**config.mk**
```make
export PLATFORM = sky130hd
export DESIGN_NAME = alu_seq
export DESIGN_NICKNAME = d
export VERILOG_FILES = /design/src/rtl/alu_seq_pkg.sv /design/src/rtl/alu_seq_mul.sv /design/src/rtl/alu_seq.sv
export SDC_FILE = /design/constraint.sdc
export NUM_CORES = 1
export LEC_CHECK = 0
export CAP_MARGIN = 20
export CORE_ASPECT_RATIO = 0.6
export CORE_UTILIZATION = 45
export CTS_CLUSTER_DIAMETER = 60
export DETAILED_ROUTE_END_ITERATION = 10
export HOLD_SLACK_MARGIN = 0.06
export PLACE_DENSITY = 0.66
export SYNTH_ARGS = -nofsm -noshare
export SYNTH_HDL_FRONTEND = slang
export SYNTH_SLANG_ARGS = --single-unit
```
**constraint.sdc**
```tcl
create_clock -name clk -period 2.7 [get_ports clk]
set_input_delay 0.54 -clock clk [delete_from_list [all_inputs] [get_ports clk]]
set_output_delay 0.54 -clock clk [all_outputs]
set_load 0.05 [all_outputs]
```
**src/rtl/alu_seq_pkg.sv**
```systemverilog
// Shared opcode and handshake FSM state encodings for the alu_seq block.
package alu_seq_pkg;

    typedef enum logic [1:0] {
        OP_ADD     = 2'b00,
        OP_EQ      = 2'b01,
        OP_MUL     = 2'b10,
        OP_ILL_SUB = 2'b11
    } op_e;

    typedef enum logic [1:0] {
        ST_IDLE = 2'b00,
        ST_MUL  = 2'b01,
        ST_DONE = 2'b10
    } state_e;

endpackage

```
**src/rtl/alu_seq_mul.sv**
```systemverilog
// Iterative shift-add multiplier: one bit of b per cycle, LSB first, full 2*WIDTH product.
// Latency: WIDTH cycles of busy after the start edge; done_o flags the final iteration.
// Backpressure: none; product_o holds its value until the next start.
module alu_seq_mul
    import alu_seq_pkg::*;
#(
    parameter int WIDTH = 5
) (
    input  logic               clk,
    input  logic               rst_n,
    input  logic               start_i,
    input  logic [WIDTH-1:0]   a_i,
    input  logic [WIDTH-1:0]   b_i,
    output logic               busy_o,
    output logic               done_o,
    output logic [2*WIDTH-1:0] product_o
);

    localparam int CW = (WIDTH > 2) ? $clog2(WIDTH) : 1;

    logic [2*WIDTH-1:0] acc_q, acc_d;
    logic [2*WIDTH-1:0] a_sh_q, a_sh_d;
    logic [WIDTH-1:0]   b_sh_q, b_sh_d;
    logic [CW-1:0]      cnt_q, cnt_d;
    logic               busy_q, busy_d;
    logic               last;

    assign last = busy_q && (cnt_q == CW'(WIDTH - 1));

    always_comb begin
        acc_d  = acc_q;
        a_sh_d = a_sh_q;
        b_sh_d = b_sh_q;
        cnt_d  = cnt_q;
        busy_d = busy_q;
        if (start_i) begin
            acc_d  = '0;
            a_sh_d = {{WIDTH{1'b0}}, a_i};
            b_sh_d = b_i;
            cnt_d  = '0;
            busy_d = 1'b1;
        end else if (busy_q) begin
            // Zero operands still run every iteration so latency is data-independent.
            if (b_sh_q[0]) begin
                acc_d = acc_q + a_sh_q;
            end
            a_sh_d = a_sh_q << 1;
            b_sh_d = b_sh_q >> 1;
            cnt_d  = cnt_q + 1'b1;
            if (last) begin
                busy_d = 1'b0;
            end
        end
    end

    always_ff @(posedge clk or negedge rst_n) begin
        if (!rst_n) begin
            acc_q  <= '0;
            a_sh_q <= '0;
            b_sh_q <= '0;
            cnt_q  <= '0;
            busy_q <= 1'b0;
        end else begin
            acc_q  <= acc_d;
            a_sh_q <= a_sh_d;
            b_sh_q <= b_sh_d;
            cnt_q  <= cnt_d;
            busy_q <= busy_d;
        end
    end

    assign busy_o    = busy_q;
    assign done_o    = last;
    assign product_o = acc_q;

endmodule

```
**src/rtl/alu_seq.sv**
```systemverilog
// Handshaked add/eq/mul ALU; opcode 11 subtracts when ALU_SEQ_SUB_EN is defined, else flags illegal.
// Latency: 1 cycle add/eq/opcode 11, WIDTH+1 cycles mul (accept edge to out_valid).
// Backpressure: result held in DONE until out_ready; in_ready low from accept until that handshake.
module alu_seq
    import alu_seq_pkg::*;
#(
    parameter int WIDTH = 5
) (
    input  logic             clk,
    input  logic             rst_n,
    input  logic             in_valid,
    output logic             in_ready,
    input  logic [WIDTH-1:0] a,
    input  logic [WIDTH-1:0] b,
    input  logic [1:0]       opcode,
    output logic             out_valid,
    input  logic             out_ready,
    output logic [WIDTH-1:0] result,
    output logic             overflow,
    output logic             illegal_operation
);

    state_e             state_q, state_d;
    op_e                op_q, op_d;
    logic [WIDTH-1:0]   res_q, res_d;
    logic               ovf_q, ovf_d;
    logic               ill_q, ill_d;
    logic               accept;
    logic               mul_start;
    logic               mul_busy;
    logic               mul_done;
    logic [2*WIDTH-1:0] mul_product;
    logic [WIDTH:0]     wide_sum;
`ifdef ALU_SEQ_SUB_EN
    logic [WIDTH:0]     wide_diff;
`endif

    assign accept   = in_valid && (state_q == ST_IDLE);
    assign wide_sum = {1'b0, a} + {1'b0, b};
`ifdef ALU_SEQ_SUB_EN
    // Top bit of the extended difference is the borrow, i.e. a < b.
    assign wide_diff = {1'b0, a} - {1'b0, b};
`endif

    alu_seq_mul #(
        .WIDTH(WIDTH)
    ) u_mul (
        .clk      (clk),
        .rst_n    (rst_n),
        .start_i  (mul_start),
        .a_i      (a),
        .b_i      (b),
        .busy_o   (mul_busy),
        .done_o   (mul_done),
        .product_o(mul_product)
    );

    always_comb begin
        state_d   = state_q;
        op_d      = op_q;
        res_d     = res_q;
        ovf_d     = ovf_q;
        ill_d     = ill_q;
        mul_start = 1'b0;
        case (state_q)
            ST_IDLE: begin
                if (accept) begin
                    op_d    = op_e'(opcode);
                    ill_d   = 1'b0;
                    ovf_d   = 1'b0;
                    state_d = ST_DONE;
                    case (op_e'(opcode))
                        OP_ADD: begin
                            res_d = wide_sum[WIDTH-1:0];
                            ovf_d = wide_sum[WIDTH];
                        end
                        OP_EQ: begin
                            res_d = {{(WIDTH-1){1'b0}}, (a == b)};
                        end
                        OP_MUL: begin
                            mul_start = !mul_busy;
                            state_d   = ST_MUL;
                        end
                        default: begin
`ifdef ALU_SEQ_SUB_EN
                            res_d = wide_diff[WIDTH-1:0];
                            ovf_d = wide_diff[WIDTH];
`else
                            res_d = '1;
                            ill_d = 1'b1;
`endif
                        end
                    endcase
                end
            end
            ST_MUL: begin
                if (mul_done) begin
                    state_d = ST_DONE;
                end
            end
            ST_DONE: begin
                if (out_ready) begin
                    state_d = ST_IDLE;
                end
            end
            default: state_d = ST_IDLE;
        endcase
    end

    always_ff @(posedge clk or negedge rst_n) begin
        if (!rst_n) begin
            state_q <= ST_IDLE;
            op_q    <= OP_ADD;
            res_q   <= '0;
            ovf_q   <= 1'b0;
            ill_q   <= 1'b0;
        end else begin
            state_q <= state_d;
            op_q    <= op_d;
            res_q   <= res_d;
            ovf_q   <= ovf_d;
            ill_q   <= ill_d;
        end
    end

    // Multiply results are read straight from the multiplier, which holds its product until restarted.
    assign in_ready          = (state_q == ST_IDLE);
    assign out_valid         = (state_q == ST_DONE);
    assign result            = (op_q == OP_MUL) ? mul_product[WIDTH-1:0] : res_q;
    assign overflow          = (op_q == OP_MUL) ? |mul_product[2*WIDTH-1:WIDTH] : ovf_q;
    assign illegal_operation = ill_q;

endmodule

```
**Word-level counts from Yosys, hierarchy flattened**

Index checks and enable logic that the tools add are counted.

- Bits in registers: 40
- Logic and storage cells: 62

- Add/sub/neg operators: 3
- Equal/unequal tests: 10
- Muxes and demuxes: 25
- Bitwise operators: 1
- Reductions and logical operators: 13

Operators by type and width:

| cell | number |
|---|---|
| $mux 10 | 5 |
| $mux 5 | 3 |
| $pmux 5 s3 | 1 |
| $add 10x10->10 | 1 |
| $mux 1 | 9 |
| $mux 2 | 4 |
| $add 5x5->6 | 1 |
| $eq 2x2->1 const B | 3 |
| $mux 3 | 2 |
| $pmux 2 s3 | 1 |
| $reduce_and 3->1 | 2 |
| $eq 5x5->1 | 1 |
| $reduce_or 5->1 | 1 |
| $eq 2x1->1 const B | 2 |
| $logic_not 2->1 | 2 |
| $ne 2x1->1 const B | 2 |
| $reduce_and 2->1 | 2 |
| $reduce_bool 2->1 | 2 |
| $add 3x1->3 const B | 1 |
| $eq 3x3->1 const B | 1 |
| $reduce_or 3->1 | 1 |
| $logic_and 1x1->1 | 2 |
| $ne 2x2->1 const B | 1 |
| $logic_not 1->1 | 1 |
| $not 1->1 | 1 |

**Longest topological paths before layout**

Gate-level depths: netlist (run 1).

- Depth after elaboration: 6
- Depth in mapped cells: 9

**Cells and area by module**

Synthesis (run 1) repeated with hierarchy kept, for this count alone.

- Cells, all modules: 257
- Area total of the unflattened synthesis: 2501.1 um2

By module, submodules not included:

| module | times used | cells each | area each (um2) |
|---|---|---|---|
| alu_seq_mul | 1 | 175 | 1732.9 |
| alu_seq | 1 | 82 | 768.2 |

**Least setup slack after synthesis (run 1)**

OpenSTA, ideal clock, no wires.

- Kind: register to output
- From: register op_q[0]
- To: output port overflow
- Arrival time: 1.564 ns
- Slack: 0.596 ns
- Cell stages (with the launch flop): 5
- Path buffers: 1
- Path through: dfrtp_1 -> nor2b_1 -> clkbuf_1 -> nor2_1 -> a31oi_1

- Word-level cells in the longest chain between the ends: 2

Ends and longest elaborated chain:

| element | RTL line | RTL |
|---|---|---|
| start: declaration | alu_seq.sv:24 | `op_e op_q, op_d;` |
| start signal: assignment | alu_seq.sv:119 | `op_q <= op_d;` |
| $eq 2x2->1 | alu_seq.sv:130 | `assign overflow = (op_q == OP_MUL) ? \|mul_product[2*WIDTH-1:WIDTH] : ovf_q;` |
| $mux 1 | alu_seq.sv:130 |  |
| end: declaration | alu_seq.sv:19 | `output logic overflow,` |

Every way passes these cells.

**Worst setup path in the final report (run 1)**

- From: register op_q[0]
- To: output port result[0]

- Word-level cells in the longest chain between the ends: 2

Ends and longest elaborated chain:

| element | RTL line | RTL |
|---|---|---|
| $eq 2x2->1 | alu_seq.sv:129 | `assign result = (op_q == OP_MUL) ? mul_product[WIDTH-1:0] : res_q;` |
| $mux 5 | alu_seq.sv:129 |  |
| end: declaration | alu_seq.sv:18 | `output logic [WIDTH-1:0] result,` |

Every way passes these cells.

==> results of run 1 <==
[path summary, 6_finish.rpt]
| kind | to | slack, ns | depth (start not counted) |
|---|---|---|---|
| worst max register to register | u_mul.product_o[8] | 0.42 | 8 |
| min in group clk | illegal_operation | 0.48 | 2 |
| max in group asynchronous | u_mul.product_o[1] | 1.77 | 1 |
| worst min register to register | illegal_operation | 0.48 | 2 |
| worst max-delay path | result[0] | 0.14 | 4 |
| worst min-delay path | res_q[2] | 0.36 | 1 |
[state kept, by name (all words and copies together) (netlist names), 2 cells and up]
name / count
op_q: 2
u_mul.a_sh_q: 10
state_q: 2
u_mul.b_sh_q: 5
u_mul.product_o: 10
res_q: 5
u_mul.cnt_q: 3
[through the flow]
step / util (%) / hold slack [ns] / cells / instance area [um^2] / power, W
3_5_place_dp: 55.2 / 0.468 / 326 / 2600 / 0.00257
4_1_cts: 57.5 / 0.402 / 334 / 2710 / 0.00307
3_3_place_gp: 55.2 / 0.460 / 326 / 2600 / 0.00256
6_report: 57.5 / 0.356 / 334 / 2710 / 0.00306
5_1_grt: 57.5 / 0.449 / 334 / 2710 / 0.00329
2_1_floorplan: - / 0.244 / 242 / 2280 / 0.00213
[worst max-delay path, delay by kind of cell (launching register included)]
family	cells	cell delay, ns
AND/OR/NAND/NOR	1	0.11
flip-flops	1	0.39
multiplexers	1	0.35
buffers and inverters	2	0.87
[routing by layer]
metal,up-vias,track usage [%],part of all wire (%)
li1,900,-,-
met1,820,36.7,57
met2,40,24.2,36
met3,7,4.53,5.6
met4,0,4.62,0.93
met5,-,0,0
[area by class of cell]
class	instances	area share [%]
clock buffers	6	2.68
clock inverters	2	1.29
inverters	9	1.25
multi-input cells	184	44.6
flip-flops and latches	40	37.0
well taps	63	2.91
repair buffers	30	10.3
[power groups by stage]
stage | logic [W] | clock network (W) | registers (W)
3_5_place_dp | 0.00149 | 0 | 0.00109
6_report | 0.00149 | 0.000493 | 0.00108
2_1_floorplan | 0.00110 | 0 | 0.00102
5_1_grt | 0.00165 | 0.000525 | 0.00112
3_3_place_gp | 0.00148 | 0 | 0.00108
4_1_cts | 0.00150 | 0.000498 | 0.00108
[cell usage after synthesis (2+ instances only)]
| master | n |
|---|---|
| or3_1 | 2 |
| nand2b_1 | 4 |
| o21ai_0 | 21 |
| mux2i_1 | 3 |
| o31ai_1 | 2 |
| nor2b_1 | 4 |
| a22oi_1 | 8 |
| inv_1 | 9 |
| dfrtp_1 | 40 |
| nand3b_1 | 2 |
| o21a_1 | 4 |
| mux2_2 | 8 |
| fa_1 | 2 |
| nand2_1 | 41 |
| a21oi_1 | 9 |
| nor2_1 | 15 |
| clkbuf_1 | 8 |
| ha_1 | 16 |
| xnor2_1 | 4 |
| a21o_1 | 4 |
| nand3_1 | 12 |
| xor2_1 | 7 |
| a31oi_1 | 4 |
[logic make-up after synthesis]
kind of cell	Yosys count
xor+xnor	11
buf+inv	18
mux	11
fa+ha+maj	18
compound gates	57
flops	40
simple gates	87
==> impl_metrics.csv, run 1 <==
group,metric,value,unit
clock_network,htreeDepth,2,
cells_and_area,layout_common_cells,"41 x nand2_1, 40 x dfrtp_1, 22 x clkdlybuf4s50_1, 21 x o21ai_0, 16 x ha_1",
clock_network,cts.repair.resized,0,
synthesis,synthMuxAreaShare,5.27,%
sta,fin_crit_sh,94.9,%
flow_run,maxCapViolations,0,
worst_setup_path,critPathRequiredTime,2.16,ns
floorplan,num_rows,19,
floorplan,design.die.area,5360,um^2
sta,tightest_slew,0.895,ns
clock_network,cts.sinks,40,
cells_and_area,drive_above_1_share,9.96,%
power_and_ir_drop,ir_drop,427,uV
clock_network,clockBufferDepth,2,
worst_setup_path,timing_worst_setup_path_type,"flip-flop to output pin",
synthesis,synth-xor-area-share,4.23,%
synthesis,synth_top_family_by_area,"simple AND/OR/NAND/NOR gates",
global_route,grt_max_degree,41,
cells_and_area,diodes,0,
route,drt-pass1-iter-count,4,
sta,rsz0062_at_grt,"false",
clock_network,ctsHoldBuffers,0,
cells_and_area,fillers,422,
synthesis,synth_compound_area_share,15.4,%
power_and_ir_drop,cellPowerDensity,1130,nW/um^2
placement,hpwl,3610,um
route,drc,0,
global_route,overflow,0,
synthesis,synth.area.top_cells,"dfrtp_1 44%, ha_1 8.8%, nand2_1 6.8%",
global_route,grt_pass1_wl,8360,um
synthesis,synth_top_area_cell,"dfrtp_1",
clock_network,cts_tree,"yes",
global_route,grt_usage,20.8,%
cells_and_area,nets,304,
worst_setup_path,r2r_start,"u_mul.product_o[0]",
cells_and_area,register_area,1000,um^2
clock_network,numCtsBuffers,5,
global_route,antenna_found_initial,0,
synthesis,synth_area_per_cell,9.41,um^2
sta,period_needed,2.56,ns
clock_network,post_cts_buffers,0,
run_status,status,"finished clean",
worst_setup_path,path_max_fanout,7,
clock_network,cts.clk_slew.worst_paths,0.09,ns
synthesis,mappedNetlistNets,276,
power_and_ir_drop,p_switching,0.00133,W
worst_setup_path,end_kind,"output pin",
synthesis,synthesis.area,2280,um^2
synthesis,synth_cells,242,
synthesis,yosysSeqAreaShare,44.0,%
worst_setup_path,arrival,2.02,ns
worst_setup_path,critPathLaunch,"op_q[0]",
synthesis,async_flop_share,100,%
cells_and_area,syn_to_final_growth,18.8,%
synthesis,netlist.area_leader.share,44.0,%
power_and_ir_drop,pwr-share-seq,35.1,%
worst_setup_path,path_cells,"nor2b_1 > buf_4 > mux2_2 > clkdlybuf4s50_1",
route,drt-total-wl,4850,um
worst_setup_path,max_stage_delay,0.70,ns
synthesis,synthAdderAreaFrac,10.5,%
power_and_ir_drop,clkPwrFrac,16.1,%
floorplan,initial_core_util,48.4,%
sta,slew_headroom,40.3,%
sta,hold_violations,0,
floorplan,die_h,57.1,um
sta,finalSetupTns,0,ns
sta,fin_worst_skew,0.0120,ns
placement,portBuffers,24,
synthesis,ys.flop_type,"dfrtp_1",
sta,slew_violations,0,
worst_setup_path,cp-start-kind,"flip-flop",
power_and_ir_drop,switching_share,43.6,%
synthesis,synth-edff-count,0,
cells_and_area,multi_input_area,1210,um^2
route,via_count,1767,
sta,setup_ws,0.139,ns
route,routedWlPerCell,14.5,um
hold_path,hold_class,"primary input to async pin",
sta,setup-violations-final,0,
global_route,grt_pass1_vias,1589,
power_and_ir_drop,p_int,0.00173,W
floorplan,die_x,93.8,um
placement,gp_congestion,0.848,
route,drtIter0Drc,78,
floorplan,core,4710,um^2
floorplan,ios,25,
clock_network,cts_root_buf,"clkbuf_8",
placement,pre_cts_slack,0.248,ns
sta,max_freq,390,MHz
power_and_ir_drop,comb_power_share,48.8,%
synthesis,synth_simple_gate_area_share,17.6,%
route,vias_per_cell,5.29,
worst_setup_path,cpMaxStageDelayCell,"clkdlybuf4s50_1",
synthesis,synth_cell_types,36,
synthesis,ys_ff_latch,40,
route,ant_nets,0,
cells_and_area,layout_commonest_cell,"nand2_1",
clock_network,clk_latency,0.30,ns
power_and_ir_drop,leakagePower,1.26,nW
synthesis,ys_warn_count,0,
Power figures use the tool's default switching activity.
==> inputs of run 2 (changes only) <==
Settings changed: CELL_PAD_IN_SITES_DETAIL_PLACEMENT from default to 1, CELL_PAD_IN_SITES_GLOBAL_PLACEMENT from default to 2, CORE_UTILIZATION 45 to 35, PLACE_DENSITY 0.66 to default, PLACE_DENSITY_LB_ADDON from default to 0.1.
==> impl_metrics.csv, run 2 (synthesis results as in run 1) <==
group,metric,value,unit
run_status,status,"finished clean",
route,ant_nets,0,
floorplan,core,6190,um^2
floorplan,die_h,64.5,um
sta,fin_worst_skew,0.00737,ns
worst_setup_path,path_cells,"nor2b_1 > buf_4 > mux2_2 > clkdlybuf4s50_1",
sta,tightest_slew,0.927,ns
clock_network,cts_tree,"yes",
worst_setup_path,critPathLaunch,"op_q[0]",
cells_and_area,layout_common_cells,"41 x nand2_1, 40 x dfrtp_1, 22 x clkdlybuf4s50_1, 21 x o21ai_0, 16 x ha_1",
sta,hold_violations,0,
worst_setup_path,end_kind,"output pin",
clock_network,clk_latency,0.30,ns
route,via_count,1806,
sta,finalSetupTns,0,ns
placement,dpl.cell_count,347,
power_and_ir_drop,switching_share,42.0,%
power_and_ir_drop,leakagePower,1.29,nW
route,vias_per_cell,5.09,
floorplan,ios,25,
power_and_ir_drop,clkPwrFrac,20.8,%
cells_and_area,nets,304,
route,wl_met1,3370,um
cells_and_area,drive_above_1_share,10.3,%
route,drtIter0Drc,67,
route,drc,0,
global_route,grt_usage,19.2,%
sta,setup_ws,0.130,ns
global_route,grt_pass1_wl,9890,um
clock_network,cts.sinks,40,
hold_path,hold_class,"primary input to async pin",
sta,hold_ws,0.377,ns
worst_setup_path,r2r_end,"u_mul.product_o[8]",
global_route,grt_pass1_vias,1801,
floorplan,design.die.area,6840,um^2
worst_setup_path,cpMaxStageDelayCell,"clkdlybuf4s50_1",
placement,hpwl,4370,um
worst_setup_path,r2r_cells,8,
worst_setup_path,cp.depth,4,
worst_setup_path,cp-start-kind,"flip-flop",
route,drt-pass1-iter-count,4,
worst_setup_path,worst-path-buf-inv,2,
clock_network,cts.repair.resized,0,
cells_and_area,diodes,0,
floorplan,initial_core_util,36.8,%
floorplan,num_rows,22,
route,dr_wl_met3,183,um
power_and_ir_drop,p_switching,0.00139,W
clock_network,cts.clk_slew.worst_paths,0.09,ns
power_and_ir_drop,cellPowerDensity,1190,nW/um^2
global_route,antenna_found_initial,0,
route,highest_layer,"met4",
worst_setup_path,reg2reg_setup_slack,0.40,ns
power_and_ir_drop,p_int,0.00192,W
route,routedWlPerCell,16.5,um
sta,setup-violations-final,0,
worst_setup_path,max_stage_delay,0.70,ns
placement,gp_congestion,0.758,
sta,period_needed,2.57,ns
power_and_ir_drop,comb_power_share,46.3,%
worst_setup_path,path_max_fanout,7,
power_and_ir_drop,ir_drop,475,uV
floorplan,die_x,106,um
sta,fin_crit_sh,95.2,%
sta,slew_violations,0,
sta,slew_headroom,38.2,%
global_route,overflow,0,
cells_and_area,syn_to_final_growth,22.3,%
cells_and_area,layout_commonest_cell,"nand2_1",
global_route,grt_max_degree,41,
cells_and_area,fin_util,44.9,%
worst_setup_path,timing_worst_setup_path_type,"flip-flop to output pin",
clock_network,post_cts_buffers,0,
power_and_ir_drop,pwr-share-seq,32.9,%
flow_run,maxCapViolations,0,
worst_setup_path,critPathRequiredTime,2.16,ns
clock_network,ctsHoldBuffers,0,
route,drt-total-wl,5850,um
cells_and_area,final-instance-count-excl-fill,355,
placement,portBuffers,24,
sta,max_freq,389,MHz
worst_setup_path,crit_family,"buffers and inverters",
worst_setup_path,r2r_start,"u_mul.a_sh_q[0]",
route,wl_met2,2260,um
worst_setup_path,arrival,2.03,ns
clock_network,cts_root_buf,"clkbuf_8",
sta,rsz0062_at_grt,"false",
clock_network,clockBufferDepth,2,
clock_network,numCtsBuffers,5,
clock_network,htreeDepth,2,
placement,pre_cts_slack,0.252,ns
## run 2: cell types whose count changed in the layout (fill, tap and decap cells not counted)
cell       change
bufinv_16      +2
clkbuf_1       -1
clkinv_2       -1
## run 2: area by class of cell
cell class / instances / area (um^2)
Tap cell: 84 / 105
Inverter: 9 / 33.8
Fill cell: 704 / 3410
Sequential cell: 40 / 1000
Multi-Input combinational cell: 184 / 1210
Timing Repair Buffer: 30 / 278
Clock inverter: 3 / 90.1
Clock buffer: 5 / 68.8
## run 2: metrics by stage
stage / instance area, um^2 / total power (W)
after floorplan: 2280 / 0.00213
after global placement: 2630 / 0.00261
after detailed placement: 2630 / 0.00263
after CTS: 2780 / 0.00333
after global routing: 2780 / 0.00355
final: 2780 / 0.00331
## run 2: worst max path at each step
stage	end
2_1_floorplan	overflow
3_3_place_gp	res_q[4]
3_5_place_dp	res_q[4]
4_1_cts	result[1]
5_1_grt	result[4]
6_report	result[1]
## run 2: worst register-to-register path, cell delays in order (launching register included)
cell and delay [ns]:
dfrtp_1 0.41, ha_1 0.24, fa_1 0.44, a21o_1 0.21
a21oi_1 0.27, o211ai_1 0.16, a31oi_1 0.22, xor2_1 0.15
o21ai_0 0.08
## run 2: routing by layer
| metal | global-route usage, % | vias up |
|---|---|---|
| met5 | 0 | - |
| met4 | 4.69 | 0 |
| met3 | 3.62 | 5 |
| met2 | 25.8 | 24 |
| met1 | 30.6 | 882 |
| li1 | - | 895 |
## run 2: power groups by stage
stage                     Combinational (W)  Clock, W  Sequential (W)
after floorplan                     0.00110         0         0.00102
after global placement              0.00151         0         0.00110
after detailed placement            0.00153         0         0.00110
after CTS                           0.00154  0.000704         0.00109
after global routing                0.00168  0.000735         0.00113
final                               0.00153  0.000689         0.00109
==> inputs of run 3 (changes only) <==
Settings changed: GPL_ROUTABILITY_DRIVEN from default to 0, SETUP_SLACK_MARGIN from default to 0.02, SLEW_MARGIN from default to 20.
==> results of run 3 <==
Final layout, timing and power as in run 2 (identical DEF).
